===== config.mk =====
export PLATFORM = sky130hd
export DESIGN_NAME = rob_nway_flat
export DESIGN_NICKNAME = d
export VERILOG_FILES = /design/src/rtl/rob_nway_if.sv /design/src/rtl/rob_nway.sv /design/src/flat_wrapper.sv
export SDC_FILE = /design/constraint.sdc
export NUM_CORES = 2
export LEC_CHECK = 0
export CAP_MARGIN = 20
export CORE_UTILIZATION = 53
export CTS_CLUSTER_DIAMETER = 50
export DETAILED_ROUTE_END_ITERATION = 8
export PLACE_DENSITY = 0.72
export SLEW_MARGIN = 0
export SYNTH_ARGS = -nofsm -noshare
export SYNTH_HDL_FRONTEND = slang
export SYNTH_SLANG_ARGS = --single-unit

===== constraint.sdc =====
create_clock -name clock -period 8 [get_ports clock]
set_input_delay 1.6 -clock clock [delete_from_list [all_inputs] [get_ports clock]]
set_output_delay 1.6 -clock clock [all_outputs]
set_load 0.1 [all_outputs]

===== src/rtl/rob_nway_if.sv =====
// rtl/rob_nway_if.sv - dispatch, completion, retire and squash bundle of the N-way reorder buffer
interface rob_nway_if #(
  parameter int DEPTH  = 32,
  parameter int N      = 3,
  parameter int C      = 2,
  parameter int DATA_W = 32
);
  localparam int IW = $clog2(DEPTH);
  localparam int CW = $clog2(DEPTH + 1);
  localparam int NW = $clog2(N + 1);

  logic [N-1:0][DATA_W-1:0] rob_inputs;
  logic [NW-1:0]            rob_inputs_valid;
  logic [NW-1:0]            rob_spots;
  logic [IW-1:0]            rob_tail;
  logic [C-1:0]             cmpl_valid;
  logic [C-1:0][IW-1:0]     cmpl_idx;
  logic [C-1:0]             cmpl_exc;
  logic [N-1:0][DATA_W-1:0] rob_outputs;
  logic [NW-1:0]            rob_outputs_valid;
  logic [NW-1:0]            num_retiring;
  logic                     tail_restore_valid;
  logic [IW-1:0]            tail_restore;
  logic [CW-1:0]            rob_count;
  logic                     rob_flush;

  // Pipeline side: dispatch, writeback network and retire stage
  modport master (
    output rob_inputs, rob_inputs_valid, cmpl_valid, cmpl_idx, cmpl_exc,
           num_retiring, tail_restore_valid, tail_restore,
    input  rob_spots, rob_tail, rob_outputs, rob_outputs_valid, rob_count, rob_flush
  );

  // Reorder buffer side
  modport slave (
    input  rob_inputs, rob_inputs_valid, cmpl_valid, cmpl_idx, cmpl_exc,
           num_retiring, tail_restore_valid, tail_restore,
    output rob_spots, rob_tail, rob_outputs, rob_outputs_valid, rob_count, rob_flush
  );
endinterface


===== src/rtl/rob_nway.sv =====
// rtl/rob_nway.sv - N-way reorder buffer with C completion ports and branch squash (optional ROB_EXCEPTION_EN)
module rob_nway #(
  parameter int DEPTH  = 32,
  parameter int N      = 3,
  parameter int C      = 2,
  parameter int DATA_W = 32
) (
  input logic       clock,
  input logic       reset,
  rob_nway_if.slave bus
);
  localparam int IW = $clog2(DEPTH);
  localparam int CW = $clog2(DEPTH + 1);
  localparam int NW = $clog2(N + 1);

  logic [DEPTH-1:0]  valid_q, valid_n;
  logic [DEPTH-1:0]  done_q, done_n;
  logic [DATA_W-1:0] payload_q [DEPTH];
  logic [IW-1:0]     head_q, head_n, tail_q, tail_n;
  logic [CW-1:0]     count_q, count_n;
`ifdef ROB_EXCEPTION_EN
  logic [DEPTH-1:0]  exc_q, exc_n;
  logic              flush_q;
  logic [IW-1:0]     last_ret;
`else
  logic              unused_exc;
`endif

  logic [IW-1:0] head_plus [N];
  logic [IW-1:0] tail_plus [N];
  logic [CW-1:0] free_slots;
  logic [NW-1:0] spots;
  logic [NW-1:0] out_valid;
  logic          scan_run;
  logic [NW-1:0] disp_k;
  logic [NW-1:0] ret_r;
  logic          exc_retire;
  logic [IW-1:0] keep_span;
  logic [IW-1:0] rel;
  logic [IW-1:0] restore_dist;

  // Slot addresses relative to head and tail, wrapping mod DEPTH
  always_comb begin
    for (int i = 0; i < N; i++) begin
      head_plus[i] = head_q + IW'(i);
      tail_plus[i] = tail_q + IW'(i);
    end
  end

  // Free space is taken from the registered count only, so retire this cycle never feeds dispatch
  always_comb begin
    free_slots = CW'(DEPTH) - count_q;
    spots      = (free_slots < CW'(N)) ? NW'(free_slots) : NW'(N);
  end

  // Contiguous run of completed entries from head; an excepting entry closes the run
  always_comb begin
    out_valid = '0;
    scan_run  = 1'b1;
    for (int i = 0; i < N; i++) begin
      if (scan_run && valid_q[head_plus[i]] && done_q[head_plus[i]]) begin
        out_valid = NW'(i + 1);
`ifdef ROB_EXCEPTION_EN
        if (exc_q[head_plus[i]]) scan_run = 1'b0;
`endif
      end else begin
        scan_run = 1'b0;
      end
    end
  end

  // Accepted dispatch and retire amounts, excess requests clamped
  always_comb begin
    disp_k = (bus.rob_inputs_valid < spots) ? bus.rob_inputs_valid : spots;
    ret_r  = (bus.num_retiring < out_valid) ? bus.num_retiring : out_valid;
  end

  // Retiring the excepting entry wipes the whole buffer
`ifdef ROB_EXCEPTION_EN
  always_comb begin
    last_ret   = head_q + IW'(ret_r) - IW'(1);
    exc_retire = (ret_r != '0) && exc_q[last_ret];
  end
`else
  assign exc_retire = 1'b0;
  assign unused_exc = ^bus.cmpl_exc;
`endif

  // Next state: completions, then retire, then either exception wipe, squash or dispatch
  always_comb begin
    valid_n      = valid_q;
    done_n       = done_q;
`ifdef ROB_EXCEPTION_EN
    exc_n        = exc_q;
`endif
    head_n       = head_q + IW'(ret_r);
    tail_n       = tail_q;
    count_n      = count_q;
    rel          = '0;
    keep_span    = tail_q - bus.tail_restore - IW'(1);
    restore_dist = bus.tail_restore - head_q;

    for (int c = 0; c < C; c++) begin
      if (bus.cmpl_valid[c] && valid_q[bus.cmpl_idx[c]]) begin
        done_n[bus.cmpl_idx[c]] = 1'b1;
`ifdef ROB_EXCEPTION_EN
        if (bus.cmpl_exc[c]) exc_n[bus.cmpl_idx[c]] = 1'b1;
`endif
      end
    end

    for (int i = 0; i < N; i++) begin
      if (NW'(i) < ret_r) begin
        valid_n[head_plus[i]] = 1'b0;
        done_n[head_plus[i]]  = 1'b0;
`ifdef ROB_EXCEPTION_EN
        exc_n[head_plus[i]]   = 1'b0;
`endif
      end
    end

    if (exc_retire) begin
      valid_n = '0;
      done_n  = '0;
`ifdef ROB_EXCEPTION_EN
      exc_n   = '0;
`endif
      tail_n  = head_n;
      count_n = '0;
    end else if (bus.tail_restore_valid) begin
      // Entries strictly younger than the kept branch, up to the old tail, are discarded
      for (int j = 0; j < DEPTH; j++) begin
        rel = IW'(j) - bus.tail_restore - IW'(1);
        if (rel < keep_span) begin
          valid_n[j] = 1'b0;
          done_n[j]  = 1'b0;
`ifdef ROB_EXCEPTION_EN
          exc_n[j]   = 1'b0;
`endif
        end
      end
      tail_n  = bus.tail_restore + IW'(1);
      count_n = CW'(restore_dist) + CW'(1) - CW'(ret_r);
    end else begin
      for (int i = 0; i < N; i++) begin
        if (NW'(i) < disp_k) begin
          valid_n[tail_plus[i]] = 1'b1;
          done_n[tail_plus[i]]  = 1'b0;
`ifdef ROB_EXCEPTION_EN
          exc_n[tail_plus[i]]   = 1'b0;
`endif
        end
      end
      tail_n  = tail_q + IW'(disp_k);
      count_n = count_q + CW'(disp_k) - CW'(ret_r);
    end
  end

  // Control state register with synchronous active-low reset
  always_ff @(posedge clock) begin
    if (!reset) begin
      valid_q <= '0;
      done_q  <= '0;
      head_q  <= '0;
      tail_q  <= '0;
      count_q <= '0;
`ifdef ROB_EXCEPTION_EN
      exc_q   <= '0;
      flush_q <= 1'b0;
`endif
    end else begin
      valid_q <= valid_n;
      done_q  <= done_n;
      head_q  <= head_n;
      tail_q  <= tail_n;
      count_q <= count_n;
`ifdef ROB_EXCEPTION_EN
      exc_q   <= exc_n;
      flush_q <= exc_retire;
`endif
    end
  end

  // Payload storage, written only for accepted dispatch slots
  always_ff @(posedge clock) begin
    if (reset && !exc_retire && !bus.tail_restore_valid) begin
      for (int i = 0; i < N; i++) begin
        if (NW'(i) < disp_k) payload_q[tail_plus[i]] <= bus.rob_inputs[i];
      end
    end
  end

  // Outputs depend on registered state only
  always_comb begin
    for (int i = 0; i < N; i++) bus.rob_outputs[i] = payload_q[head_plus[i]];
    bus.rob_spots         = spots;
    bus.rob_tail          = tail_q;
    bus.rob_outputs_valid = out_valid;
    bus.rob_count         = count_q;
`ifdef ROB_EXCEPTION_EN
    bus.rob_flush         = flush_q;
`else
    bus.rob_flush         = 1'b0;
`endif
  end
endmodule


===== src/flat_wrapper.sv =====
// flat-port wrapper written by rule: the top's interface ports become plain ports
module rob_nway_flat 
#(
  parameter int DEPTH  = 32,
  parameter int N      = 3,
  parameter int C      = 2,
  parameter int DATA_W = 32
)
  (clock, reset, bus_rob_inputs, bus_rob_inputs_valid, bus_cmpl_valid, bus_cmpl_idx, bus_cmpl_exc, bus_num_retiring, bus_tail_restore_valid, bus_tail_restore, bus_rob_spots, bus_rob_tail, bus_rob_outputs, bus_rob_outputs_valid, bus_rob_count, bus_rob_flush);
  rob_nway_if #(.DEPTH(DEPTH), .N(N), .C(C), .DATA_W(DATA_W)) bus_i ();
  input logic clock;
  input logic reset;
  input wire logic [$bits(bus_i.rob_inputs)-1:0] bus_rob_inputs;
  input wire logic [$bits(bus_i.rob_inputs_valid)-1:0] bus_rob_inputs_valid;
  input wire logic [$bits(bus_i.cmpl_valid)-1:0] bus_cmpl_valid;
  input wire logic [$bits(bus_i.cmpl_idx)-1:0] bus_cmpl_idx;
  input wire logic [$bits(bus_i.cmpl_exc)-1:0] bus_cmpl_exc;
  input wire logic [$bits(bus_i.num_retiring)-1:0] bus_num_retiring;
  input wire logic [$bits(bus_i.tail_restore_valid)-1:0] bus_tail_restore_valid;
  input wire logic [$bits(bus_i.tail_restore)-1:0] bus_tail_restore;
  output wire logic [$bits(bus_i.rob_spots)-1:0] bus_rob_spots;
  output wire logic [$bits(bus_i.rob_tail)-1:0] bus_rob_tail;
  output wire logic [$bits(bus_i.rob_outputs)-1:0] bus_rob_outputs;
  output wire logic [$bits(bus_i.rob_outputs_valid)-1:0] bus_rob_outputs_valid;
  output wire logic [$bits(bus_i.rob_count)-1:0] bus_rob_count;
  output wire logic [$bits(bus_i.rob_flush)-1:0] bus_rob_flush;
  assign bus_i.rob_inputs = bus_rob_inputs;
  assign bus_i.rob_inputs_valid = bus_rob_inputs_valid;
  assign bus_i.cmpl_valid = bus_cmpl_valid;
  assign bus_i.cmpl_idx = bus_cmpl_idx;
  assign bus_i.cmpl_exc = bus_cmpl_exc;
  assign bus_i.num_retiring = bus_num_retiring;
  assign bus_i.tail_restore_valid = bus_tail_restore_valid;
  assign bus_i.tail_restore = bus_tail_restore;
  assign bus_rob_spots = bus_i.rob_spots;
  assign bus_rob_tail = bus_i.rob_tail;
  assign bus_rob_outputs = bus_i.rob_outputs;
  assign bus_rob_outputs_valid = bus_i.rob_outputs_valid;
  assign bus_rob_count = bus_i.rob_count;
  assign bus_rob_flush = bus_i.rob_flush;
  rob_nway #(.DEPTH(DEPTH), .N(N), .C(C), .DATA_W(DATA_W)) u_core (.clock(clock), .reset(reset), .bus(bus_i));
endmodule

### Word level (Yosys, flattened, before mapping)

Memory sizes are Yosys's and may differ from the RTL's. A register that Yosys moved wholly into a read port is not among the register bits.
Index checks and enable logic that the tools add are counted.

| storage, ports and cells | value |
|---|---|
| flip-flop bits (word level) | 80 |
| memories kept | 1 |
| word-level logic and storage cells | 315 |
| bits of input ports | 122 |
| output and inout bits | 112 |
| RAM bits | 1024 |

| operators by class | value |
|---|---|
| order comparisons | 57 |
| bitwise operators | 20 |
| multiplexer cells | 136 |
| reduce and logical (&&, ||, !) cells | 17 |
| add/sub/neg operators | 79 |

Memory list:

| memory | depth | bits a word | read ports | clocked after memory_dff | write ports | line | RTL |
|---|---|---|---|---|---|---|---|
| u_core.payload_q | 32 | 32 | 3 | 1 | 3 | rob_nway.sv:18 | `logic [DATA_W-1:0] payload_q [DEPTH];` |

Operator list:

| operator | count |
|---|---|
| $mux W32 | 20 |
| $and A32 B32 Y32 | 9 |
| $not A32 Y32 | 6 |
| $sub A5 B1 Y5 const B | 33 |
| $lt A5 B5 Y1 | 32 |
| $or A32 B32 Y32 | 5 |
| $mux W1 | 92 |
| $sub A5 B5 Y5 const A | 16 |
| $lt A5 B6 Y1 const B | 8 |
| $bmux W1 S5 | 8 |
| $demux W1 S5 | 8 |
| $ge A5 B1 Y1 const B | 8 |
| $sub A4 B5 Y5 const A | 8 |
| $sub A3 B5 Y5 const A | 4 |
| $logic_and A1 B1 Y1 | 16 |
| $add A5 B1 Y5 const B | 3 |
| $sub A6 B2 Y6 | 2 |
| $add A5 B2 Y5 | 2 |
| $add A5 B2 Y5 const B | 2 |
| $mux W2 | 5 |
| $mux W5 | 2 |
| $sub A1 B5 Y5 const A | 2 |
| $sub A2 B5 Y5 const A | 2 |
| $sub A5 B5 Y5 | 2 |
| other kinds (9) | 14 |

### Logic depth before layout (Yosys ltp)

| depth | value |
|---|---|
| depth after elaboration | 27 |
| gate-level depth with buffers | 28 |

### Worst setup path before layout

Ideal clock, no wire load.

| timing path | value |
|---|---|
| path type | register to register |
| start | reg u_core.count_q[3], in the netlist u_core.bus.rob_count[3] |
| end | mem u_core.payload_q[22][0] (enable) |
| data required time | 7.530 ns |
| setup slack | 1.024 ns |
| cell stages (with the launch flop) | 14 |
| arrival time | 6.506 ns |
| cells stage by stage | dfxtp_1 -> inv_1 -> ha_1 -> xnor2_1 -> o22ai_1 -> nand2_1 -> or3_1 -> ha_1 -> nor2b_1 -> nor3_1 -> a32oi_1 -> and3_1 -> a222oi_1 -> nor3b_1 |

RTL lines:

| element | line | RTL |
|---|---|---|
| start: declaration | rob_nway.sv:20 | `logic [CW-1:0] count_q, count_n;` |
| start signal: assignment | rob_nway.sv:176 | `count_q <= count_n;` |
| end: declaration | rob_nway.sv:18 |  |

### Final worst setup path

| timing path | value |
|---|---|
| start | reg u_core.head_q[0] |
| end | out bus_rob_outputs[63] |

| between the ends | value |
|---|---|
| word-level cells in the longest chain between the ends | 2 |

RTL lines:

| element | line | RTL |
|---|---|---|
| start: declaration | rob_nway.sv:19 | `logic [IW-1:0] head_q, head_n, tail_q, tail_n;` |
| start signal: assignment | rob_nway.sv:174 | `head_q <= head_n;` |
| $add A5 B1 Y5 | rob_nway.sv:45 | `head_plus[i] = head_q + IW'(i);` |
| $mem_v2 Z32 W32 | n/a |  |
| end: declaration | flat_wrapper.sv:23 | `output wire logic [$bits(bus_i.rob_outputs)-1:0] bus_rob_outputs;` |

No other way between the ends.

==> key figures <==
CTS
  – H-tree depth: 4
  – Clock Path Buffers: 3
  – Sinks on Clock Net: 1104
  – Worst-Skew Late Latency: 870 ps
  – Worst-path clk slew: 60 ps
  – CTS tree: yes
  – CTS resizes: 0
  – Clock Tree Root: clkbuf_16
  – Hold Buf Count CTS: 0
  – Post-CTS setup buffer count: 0
  – CTS Buf Count: 153

STA
  – Final setup violation count: 0
  – Worst Clk Skew: 37.0 ps
  – Fmax: 129 MHz
  – Final WS setup: 264 ps
  – Tightest Pin Transition: 1370 ps
  – Period utilization: 96.7%
  – Slew Limit Fails: 0
  – Setup TNS: 0 ps
  – RSZ-0062 raised after global routing: no
  – Final hold violation count: 0
  – Crit path time final: 7740 ps
  – Relative slew slack: 8.62%
  – Hold Slack: 548 ps

Pwr
  – LEAKAGE: 37.0 nW
  – IR drop worst, VDD: 0.000261 V
  – PwrDens: 174 nW/µm²

Yosys
  – Main synth FF type: edfxtp_1
  – Post-synth EDFFs: 1024
  – Yosys cell types: 99
  – Post-synth top area cell: edfxtp_1
  – Register area share after synthesis: 36.6%
  – Ys Warns: 0
  – Syn Nets: 8157
  – Synth top area share: 34.8%
  – Syn avg cell area: 11.2 µm²
  – Fraction of registers with async set/reset: 0%
  – Post-Syn Area: 88400 µm²
  – Synth area leaders: edfxtp_1 35%, mux4_2 22%, mux2i_1 13%, a21oi_1 4.4%, nor2_1 3.6%
  – Seq cells post-synth: 1104
  – Synthesized instance count: 7917

Hold path
  – HP Class: reg -> reg
  – Hold EP: u_core.valid_q[15]$_SDFF_PN0_
  – Hold path depth: 2
  – Hold Startpoint: u_core.valid_q[15]$_SDFF_PN0_

Critical path
  – R2r endpoint: u_core.bus.rob_count[4]$_SDFF_PN0_
  – Crit path required time: 6400 ps
  – Crit path max fanout: 50
  – Setup crit end kind: output pin
  – Crit path arrival time: 6140 ps
  – Startpoint Class: flip-flop
  – R2R Setup Slk: 1470 ps
  – Critical R2R Launch: u_core.head_q[0]$_SDFF_PN0_
  – R2R depth: 22
  – Crit Path Class: reg -> out

Floorplan
  – Initial Utilization: 53.5%
  – Die X-Extent: 411 µm
  – Core area: 165000 µm²
  – Die ar.: 169000 µm²
  – IO Pins: 234
  – Row count: 149
  – Die Y: 411 µm

Run status
  – Failing checks: DRC
  – Status: finished, violations left

Cells and area
  – Most common library cell in the layout ignoring fill and taps: mux2i_1
  – Layout cell share with drive strength beyond 1: 22.5%
  – Commonest non-fill, non-tap cells in the layout: 1169 x mux2i_1, 1024 x edfxtp_1, 853 x mux4_2
  – Non-Filler Instances: 10041
  – Area delta synth->final: 12.7%
  – Total Nets Final: 7938

Global routing
  – Vias in the first global route: 73105
  – Pin count of the biggest net entering global routing: 132
  – First-pass GRT wire length: 545000 µm
  – GRT Resource Usage Total: 45.8%
  – Total gr overflow: 0
  – Antenna violations before repair: 35

Drt
  – Residual DRC: 103
  – Final wirelength: 395000 µm
  – WL/cell: 39.3 µm
  – DR pass1 iterations: 9
  – Vias/cell: 7.85
  – DR vias: 78802
  – Initial DRC Count: 16901
  – Routed Antenna Nets: 0

Placed design
  – Pre-CTS setup slack: 1280 ps
  – HPWL after DPL: 233000 µm
  – Port bufs: 230
  – DP Cell Count: 9670
  – Final Wtd Congestion: 0.984

Run
  – Max-cap violations: 0
-- critical path, stage by stage, from the launching register on --
cell	delay, ps
dfxtp_4	900
inv_2	410
ha_4	1010
buf_12	360
mux4_2	620
mux2i_1	280
o32ai_1	130
o21ai_0	170
nand3_1	260
clkdlybuf4s50_1	1050
-- per-stage QoR --
stage	util [%]	power (mW)	cell area [µm²]
4_1_cts	59.3	17.1	98100
3_5_place_dp	56.1	10.1	92900
2_1_floorplan	-	9.13	88400
6_report	60.3	17.3	99600
3_3_place_gp	55.6	10.0	92000
5_1_grt	60.2	17.6	99600
-- logic make-up after synthesis --
| kind of cell | synth area share, % |
|---|---|
| AO/OA/AOI/OAI | 11.6 |
| XOR/XNOR | 0.624 |
| adder cells (fa/ha/maj) | 1.73 |
| buffers and inverters | 5.27 |
| flip-flops | 36.6 |
| multiplexers | 35.4 |
| other | 0.00424 |
| AND/OR/NAND/NOR | 8.82 |
-- layer usage --
layer  GRT usage [%]  vias up  part of all wire [%]
li1                -    30120                     -
met1            54.9    37623                    31
met2            61.8     8710                    40
met3            22.3     2299                    19
met4            37.1       50                   9.9
met5           0.933        -                  0.14
-- state kept, by name (all words and copies together) (netlist names) --
| signal | cells |
|---|---|
| u_core.bus.rob_count | 6 |
| u_core.bus.rob_tail | 5 |
| u_core.done_q | 32 |
| u_core.head_q | 5 |
| u_core.payload_q | 1024 |
| u_core.valid_q | 32 |
-- how the worst max path moves through the flow --
stage	from	to	slack, ps	cells after the start
global route	u_core.head_q[0]$_SDFF_PN0_	bus_rob_outputs[63]	190	9
finish	u_core.head_q[0]$_SDFF_PN0_	bus_rob_outputs[63]	260	9
detailed placement	u_core.head_q[0]$_SDFF_PN0_	bus_rob_outputs[63]	1280	9
global placement	u_core.head_q[0]$_SDFF_PN0_	bus_rob_outputs[63]	1340	9
floorplan	u_core.bus.rob_count[3]$_SDFF_PN0_	u_core.payload_q[22][0]$_DFFE_PP_	1020	13
CTS	u_core.head_q[0]$_SDFF_PN0_	bus_rob_outputs[63]	420	9
-- cells in the mapped netlist, drive strengths merged, types with 93 or more instances --
cell type / count
a21oi: 839
buf: 324
clkbuf: 612
edfxtp: 1024
ha: 111
inv: 115
mux2i: 1169
mux4: 853
nand2: 665
nor2: 853
nor3: 93
o21ai: 410
-- final cells by class --
| class | count | area (µm²) |
|---|---|---|
| tap | 2189 | 2740 |
| antenna | 25 | 62.6 |
| clock buffer | 175 | 3930 |
| sequential | 1104 | 32400 |
| fill | 12714 | 65700 |
| inverter | 117 | 443 |
| multi-input combinational | 5760 | 52200 |
| timing repair buffer | 562 | 6630 |
| clock inverter | 109 | 1270 |
-- report_power, final --
group          leakage (nW)  switching, mW  internal, mW
Clock                  2.49           3.05          4.12
Sequential             9.87         0.0940          6.41
Combinational          24.6           2.25          1.42
Total                  37.0           5.40          11.9
Note: power is estimated with default switching activity, not from simulation.
